File: src/rtl/pipe_hazard_ctrl.sv
// pipe_hazard_ctrl: central stall/flush sequencer for a five-stage pipeline.
// Merges load-use, taken-branch, mul/div occupancy, memory wait states and
// halt into one freeze/bubble pattern on the PC and the four pipeline
// registers. All control outputs are combinational from the current state and
// inputs. State, md_cnt, md_done and stall_cnt are registered.
//
// Handshake note: the pipeline registers obey "_zero beats _en": a register
// whose _zero is high loads a bubble regardless of its _en. The memory side
// is a level handshake: mem_req marks an access in MEM, and mem_ready high
// in the same cycle means it completes and MEM may advance.
module pipe_hazard_ctrl #(
  parameter int MD_CYCLES = 32,
  parameter int CNT_BITS  = 16
) (
  input  logic                clk,
  input  logic                rst,
  input  logic [4:0]          id_rs,
  input  logic [4:0]          id_rt,
  input  logic                id_use_rs,
  input  logic                id_use_rt,
  input  logic                ex_ld,
  input  logic [4:0]          ex_rd,
  input  logic                ex_branch_taken,
  input  logic                ex_md_start,
  input  logic                mem_req,
  input  logic                mem_ready,
  input  logic                halt,
  output logic                pc_en,
  output logic                ifid_en,
  output logic                idex_en,
  output logic                exmem_en,
  output logic                memwb_en,
  output logic                ifid_zero,
  output logic                idex_zero,
  output logic                exmem_zero,
  output logic                memwb_zero,
  output logic                md_busy,
  output logic                halted,
  output logic [CNT_BITS-1:0] stall_cnt
);

  localparam int MDW = (MD_CYCLES > 2) ? $clog2(MD_CYCLES) : 1;

  typedef enum logic [1:0] {
    ST_RUN      = 2'd0,
    ST_MD_WAIT  = 2'd1,
    ST_MEM_WAIT = 2'd2,
    ST_HALTED   = 2'd3
  } state_t;

  state_t                state_q, state_d;
  logic [MDW-1:0]        md_cnt_q, md_cnt_d;
  logic                  md_done_q, md_done_d;
  logic [CNT_BITS-1:0]   stall_cnt_q, stall_cnt_d;

  logic lu;
  logic mw;

  // Hazard detection: load result needed by ID, and memory not yet done.
  assign lu = ex_ld && (ex_rd != 5'd0) &&
              ((id_use_rs && (id_rs == ex_rd)) || (id_use_rt && (id_rt == ex_rd)));
  assign mw = mem_req && !mem_ready;

  // Output pattern and next-state selection for the current state.
  always_comb begin
    pc_en      = 1'b1;
    ifid_en    = 1'b1;
    idex_en    = 1'b1;
    exmem_en   = 1'b1;
    memwb_en   = 1'b1;
    ifid_zero  = 1'b0;
    idex_zero  = 1'b0;
    exmem_zero = 1'b0;
    memwb_zero = 1'b0;
    state_d    = state_q;
    md_cnt_d   = md_cnt_q;

    if (rst) begin
      // Reset: freeze everything and flush every register.
      pc_en      = 1'b0;
      ifid_en    = 1'b0;
      idex_en    = 1'b0;
      exmem_en   = 1'b0;
      memwb_en   = 1'b0;
      ifid_zero  = 1'b1;
      idex_zero  = 1'b1;
      exmem_zero = 1'b1;
      memwb_zero = 1'b1;
    end else begin
      unique case (state_q)
        ST_RUN: begin
          if (halt) begin
            pc_en    = 1'b0;
            ifid_en  = 1'b0;
            idex_en  = 1'b0;
            exmem_en = 1'b0;
            memwb_en = 1'b0;
            state_d  = ST_HALTED;
          end else if (mw) begin
            pc_en      = 1'b0;
            ifid_en    = 1'b0;
            idex_en    = 1'b0;
            exmem_en   = 1'b0;
            memwb_zero = 1'b1;
            state_d    = ST_MEM_WAIT;
          end else if (ex_md_start && !md_done_q) begin
            pc_en      = 1'b0;
            ifid_en    = 1'b0;
            idex_en    = 1'b0;
            exmem_zero = 1'b1;
            md_cnt_d   = MDW'(MD_CYCLES - 2);
            state_d    = ST_MD_WAIT;
          end else if (ex_branch_taken) begin
            // Wrong-path instructions in IF and ID are squashed; PC takes target.
            ifid_zero = 1'b1;
            idex_zero = 1'b1;
          end else if (lu) begin
            pc_en     = 1'b0;
            ifid_en   = 1'b0;
            idex_zero = 1'b1;
          end
        end
        ST_MD_WAIT: begin
          pc_en      = 1'b0;
          ifid_en    = 1'b0;
          idex_en    = 1'b0;
          exmem_zero = 1'b1;
          if (mw) begin
            exmem_en   = 1'b0;
            memwb_zero = 1'b1;
          end
          if (md_cnt_q == '0) begin
            state_d = ST_RUN;
          end else begin
            md_cnt_d = md_cnt_q - MDW'(1);
          end
        end
        ST_MEM_WAIT: begin
          // Other hazards are ignored on the release cycle; EX is re-examined next.
          if (mw) begin
            pc_en      = 1'b0;
            ifid_en    = 1'b0;
            idex_en    = 1'b0;
            exmem_en   = 1'b0;
            memwb_zero = 1'b1;
          end else begin
            state_d = ST_RUN;
          end
        end
        ST_HALTED: begin
          pc_en    = 1'b0;
          ifid_en  = 1'b0;
          idex_en  = 1'b0;
          exmem_en = 1'b0;
          memwb_en = 1'b0;
        end
        default: begin
          state_d = ST_RUN;
        end
      endcase
    end
  end

  // md_done tracking and saturating stall counter next values.
  always_comb begin
    md_done_d = md_done_q;
    if (idex_en || idex_zero) begin
      md_done_d = 1'b0;
    end
    if ((state_q == ST_MD_WAIT) && (md_cnt_q == '0)) begin
      md_done_d = 1'b1;
    end

    stall_cnt_d = stall_cnt_q;
    if (!pc_en && (state_q != ST_HALTED) && (stall_cnt_q != {CNT_BITS{1'b1}})) begin
      stall_cnt_d = stall_cnt_q + CNT_BITS'(1);
    end
  end

  // State registers with asynchronous reset.
  always_ff @(posedge clk or posedge rst) begin
    if (rst) begin
      state_q     <= ST_RUN;
      md_cnt_q    <= '0;
      md_done_q   <= 1'b0;
      stall_cnt_q <= '0;
    end else begin
      state_q     <= state_d;
      md_cnt_q    <= md_cnt_d;
      md_done_q   <= md_done_d;
      stall_cnt_q <= stall_cnt_d;
    end
  end

  assign md_busy   = !rst && (state_q == ST_MD_WAIT);
  assign halted    = !rst && (state_q == ST_HALTED);
  assign stall_cnt = stall_cnt_q;

endmodule

File: config.mk
export PLATFORM = sky130hd
export DESIGN_NAME = pipe_hazard_ctrl
export DESIGN_NICKNAME = d
export VERILOG_FILES = /design/src/rtl/pipe_hazard_ctrl.sv
export SDC_FILE = /design/constraint.sdc
export NUM_CORES = 1
export LEC_CHECK = 0
export ABC_AREA = 1
export BUFFER_PORTS_ARGS = -buffer_cell sky130_fd_sc_hd__buf_2
export CAP_MARGIN = 25
export CORE_MARGIN = 2
export CORE_UTILIZATION = 45
export DETAILED_ROUTE_END_ITERATION = 6
export GPL_TIMING_DRIVEN = 0
export PLACE_DENSITY_LB_ADDON = 0.1
export SYNTH_ARGS = -nofsm -noshare
export SYNTH_HDL_FRONTEND = slang
export SYNTH_SLANG_ARGS = --single-unit
File: constraint.sdc
create_clock -name clk -period 2.4 [get_ports clk]
set_clock_uncertainty 0.05 [all_clocks]
set_input_delay 0.24 -clock clk [delete_from_list [all_inputs] [get_ports clk]]
set_output_delay 0.24 -clock clk [all_outputs]
set_load 0.005 [all_outputs]
==> results.yml <==
status:
  status: "completed"
die:
  fp.coreArea_um2: 4030
  die_h_um: 69.0
  placementRows: 23
  initial_core_util_pct: 47.2
  io_pins: 52
  die_area_um2: 4760
  die_width_um: 69.0
timing:
  rsz0062_at_grt: "no"
  setup_viol: 0
  setup_slack_ps: 153
  finalCriticalPeriod_ps: 2250
  relSlewSlack_pct: 61.6
  fmax_ghz: 0.445
  timing.setup.tns_ps: 0
  fin_crit_sh_pct: 93.6
  drv_slew: 0
  tightest_slew_ps: 575
  hold_viol: 0
critical_path:
  cp_data_arrival_time_ps: 1960
  cp-end-kind: "output pin"
  critPathLaunchType: "flip-flop"
  r2r_cells: 10
  reg2reg_from: "stall_cnt[0]"
  r2r_end: "stall_cnt[11]"
  critPathKind: "flip-flop to output pin"
  regToRegSetupSlack_ps: 480
  cp_max_fo: 18
  required_ps: 2110
min_path:
  holdCritPathClass: "input port to async pin"
place:
  place_congestion: 0.855
  dp_hpwl_um: 3270
  place_ws_ps: 298
  port_buffers: 51
  numPlacedInstances: 381
detailed_routing:
  antenna_left: 0
  drc: 0
  vias: 1863
  first_iter_violations: 118
  wirelength_um: 4130
  viasPerCell: 4.84
  dr.pass1.iters: 4
  routedWlPerCell_um: 10.7
yosys:
  ys_types: 30
  synth-compound-area-share_pct: 4.67
  synth-xor-area-share_pct: 6.45
  synthMuxAreaShare_pct: 0
  ys_seq_area_share_pct: 31.6
  yosysWarnings: 0
  synth-simple-area-share_pct: 43.2
  syn-cell-area_um2: 1900
  syn_avg_cell_area_um2: 6.79
  ys_ff_latch: 24
  synth_nets: 312
  synth_fa_ha_area_share_pct: 4.61
  syn_inst: 280
  synth_top_family_by_area: "simple AND/OR/NAND/NOR gates"
global_route:
  grt_pass1_vias: 1609
  globalRoute.totalOverflow: 0
  grt_usage_pct: 19.4
  grt_max_degree: 29
  grt_pass1_wl_um: 7060
  antenna_found_initial: 0
clock_tree:
  clock_latency_ps: 270
  cts_buffer_depth: 2
  hold_buffers: 0
  cts_htree_levels: 1
  cts_tree: "yes"
  clk_pin_slew_ps: 90
  cts_buffers: 3
  cts_root_buffer: "clkbuf_8"
  cts_sinks: 24
cells_and_area:
  syn_to_final_growth_pct: 20.5
  diodes: 0
  nets: 368
  final_util_pct: 56.8
  layout.cells.non_filler: 385
  drive_gt1_share_pct: 23.3
power_and_ir_drop:
  power_leakage_nw: 1.32
  max-vdd-ir-drop_uv: 462
  power.density_nw_per_um2: 830
  power.total_mw: 1.90
flow_run:
  cap_violations: 0
[registers in the layout (all words and copies together) (netlist names)]
register	flops
stall_cnt	16
md_cnt_q	5
state_q	2
md_done_q	1
[worst max-delay path, stage by stage (launching register included)]
cell and delay (ps):
dfrtp_1 410, inv_1 80, ha_1 260, inv_2 130, nand2_1 70, nand3_1 110
inv_1 100, nand2_4 200, inv_1 80, buf_4 130, buf_2 110
[layout by cell type (no fill, tap or decap), drive strengths merged]
cell type,n
ha,7
inv,39
clkbuf,3
nor2,31
nand2,102
a211oi,1
dfrtp,24
nor4,1
nor3,3
o22ai,1
nand3b,1
o211ai,1
nand4,4
o31ai,1
or2,2
buf,55
nand3,35
xor2,9
o21ai,5
a21oi,4
xnor2,5
bufinv,1
[per-stage QoR]
stage / cell area (um^2) / hold WS (ps)
final: 2290 / 16.2
after floorplan: 1900 / 86.2
after global routing: 2290 / 70.2
after detailed placement: 2220 / 340
after global placement: 2220 / 340
after CTS: 2290 / 36.7
[worst max path at each step]
stage | slack [ps] | cells after the start | endpoint | from
global placement | 300 | 9 | pc_en | rst
finish | 150 | 10 | pc_en | state_q[0]
CTS | 40 | 11 | pc_en | state_q[0]
global route | 4 | 10 | pc_en | state_q[0]
detailed placement | 300 | 9 | pc_en | rst
floorplan | 590 | 10 | pc_en | state_q[0]
[kinds of logic after synthesis]
| kind of cell | count (synthesis) |
|---|---|
| adder cells (fa/ha/maj) | 7 |
| XOR/XNOR | 14 |
| AND/OR/NAND/NOR | 179 |
| flip-flops | 24 |
| AO/OA/AOI/OAI | 13 |
| buffers and inverters | 43 |
[synth_stat cells, drive strengths merged]
| cell | number | share of area [%] |
|---|---|---|
| a211oi | 1 | 0.40 |
| a21oi | 4 | 1.8 |
| buf | 4 | 1.8 |
| dfrtp | 24 | 32 |
| ha | 7 | 4.6 |
| inv | 39 | 7.7 |
| nand2 | 102 | 21 |
| nand3 | 35 | 9.7 |
| nand3b | 1 | 0.40 |
| nand4 | 4 | 1.3 |
| nor2 | 31 | 8.3 |
| nor3 | 3 | 0.79 |
| nor4 | 1 | 0.66 |
| o211ai | 1 | 0.40 |
| o21ai | 5 | 1.3 |
| o22ai | 1 | 0.33 |
| o31ai | 1 | 0.40 |
| or2 | 2 | 0.66 |
| xnor2 | 5 | 2.3 |
| xor2 | 9 | 4.1 |
[timing repair]
item,in CTS,in global routing
gates cloned,0,0
resized for setup,1,0
buffers inserted,0,1
setup endpoints to repair,1,2
[metal layers]
layer | up-vias | global-route usage (%) | wire length, um
met1 | 836 | 26.4 | 1950
met5 | - | 0 | 0
met2 | 42 | 31.9 | 1980
met4 | 0 | 5.64 | 40
li1 | 981 | - | -
met3 | 4 | 2.76 | 156
[cell type report]
class / instances / area (um^2)
Clock inverter: 1 / 30.0
Buffer: 3 / 26.3
Timing Repair Buffer: 52 / 263
Tap cell: 50 / 62.6
Clock buffer: 3 / 41.3
Inverter: 39 / 146
Sequential cell: 24 / 601
Fill cell: 404 / 1740
Multi-Input combinational cell: 213 / 1120
[power breakdown]
part / internal [mW] / switching (mW)
clock network: 0.223 / 0.141
logic: 0.370 / 0.542
registers: 0.504 / 0.119
total: 1.10 / 0.802
(Power assumes the default switching activity.)
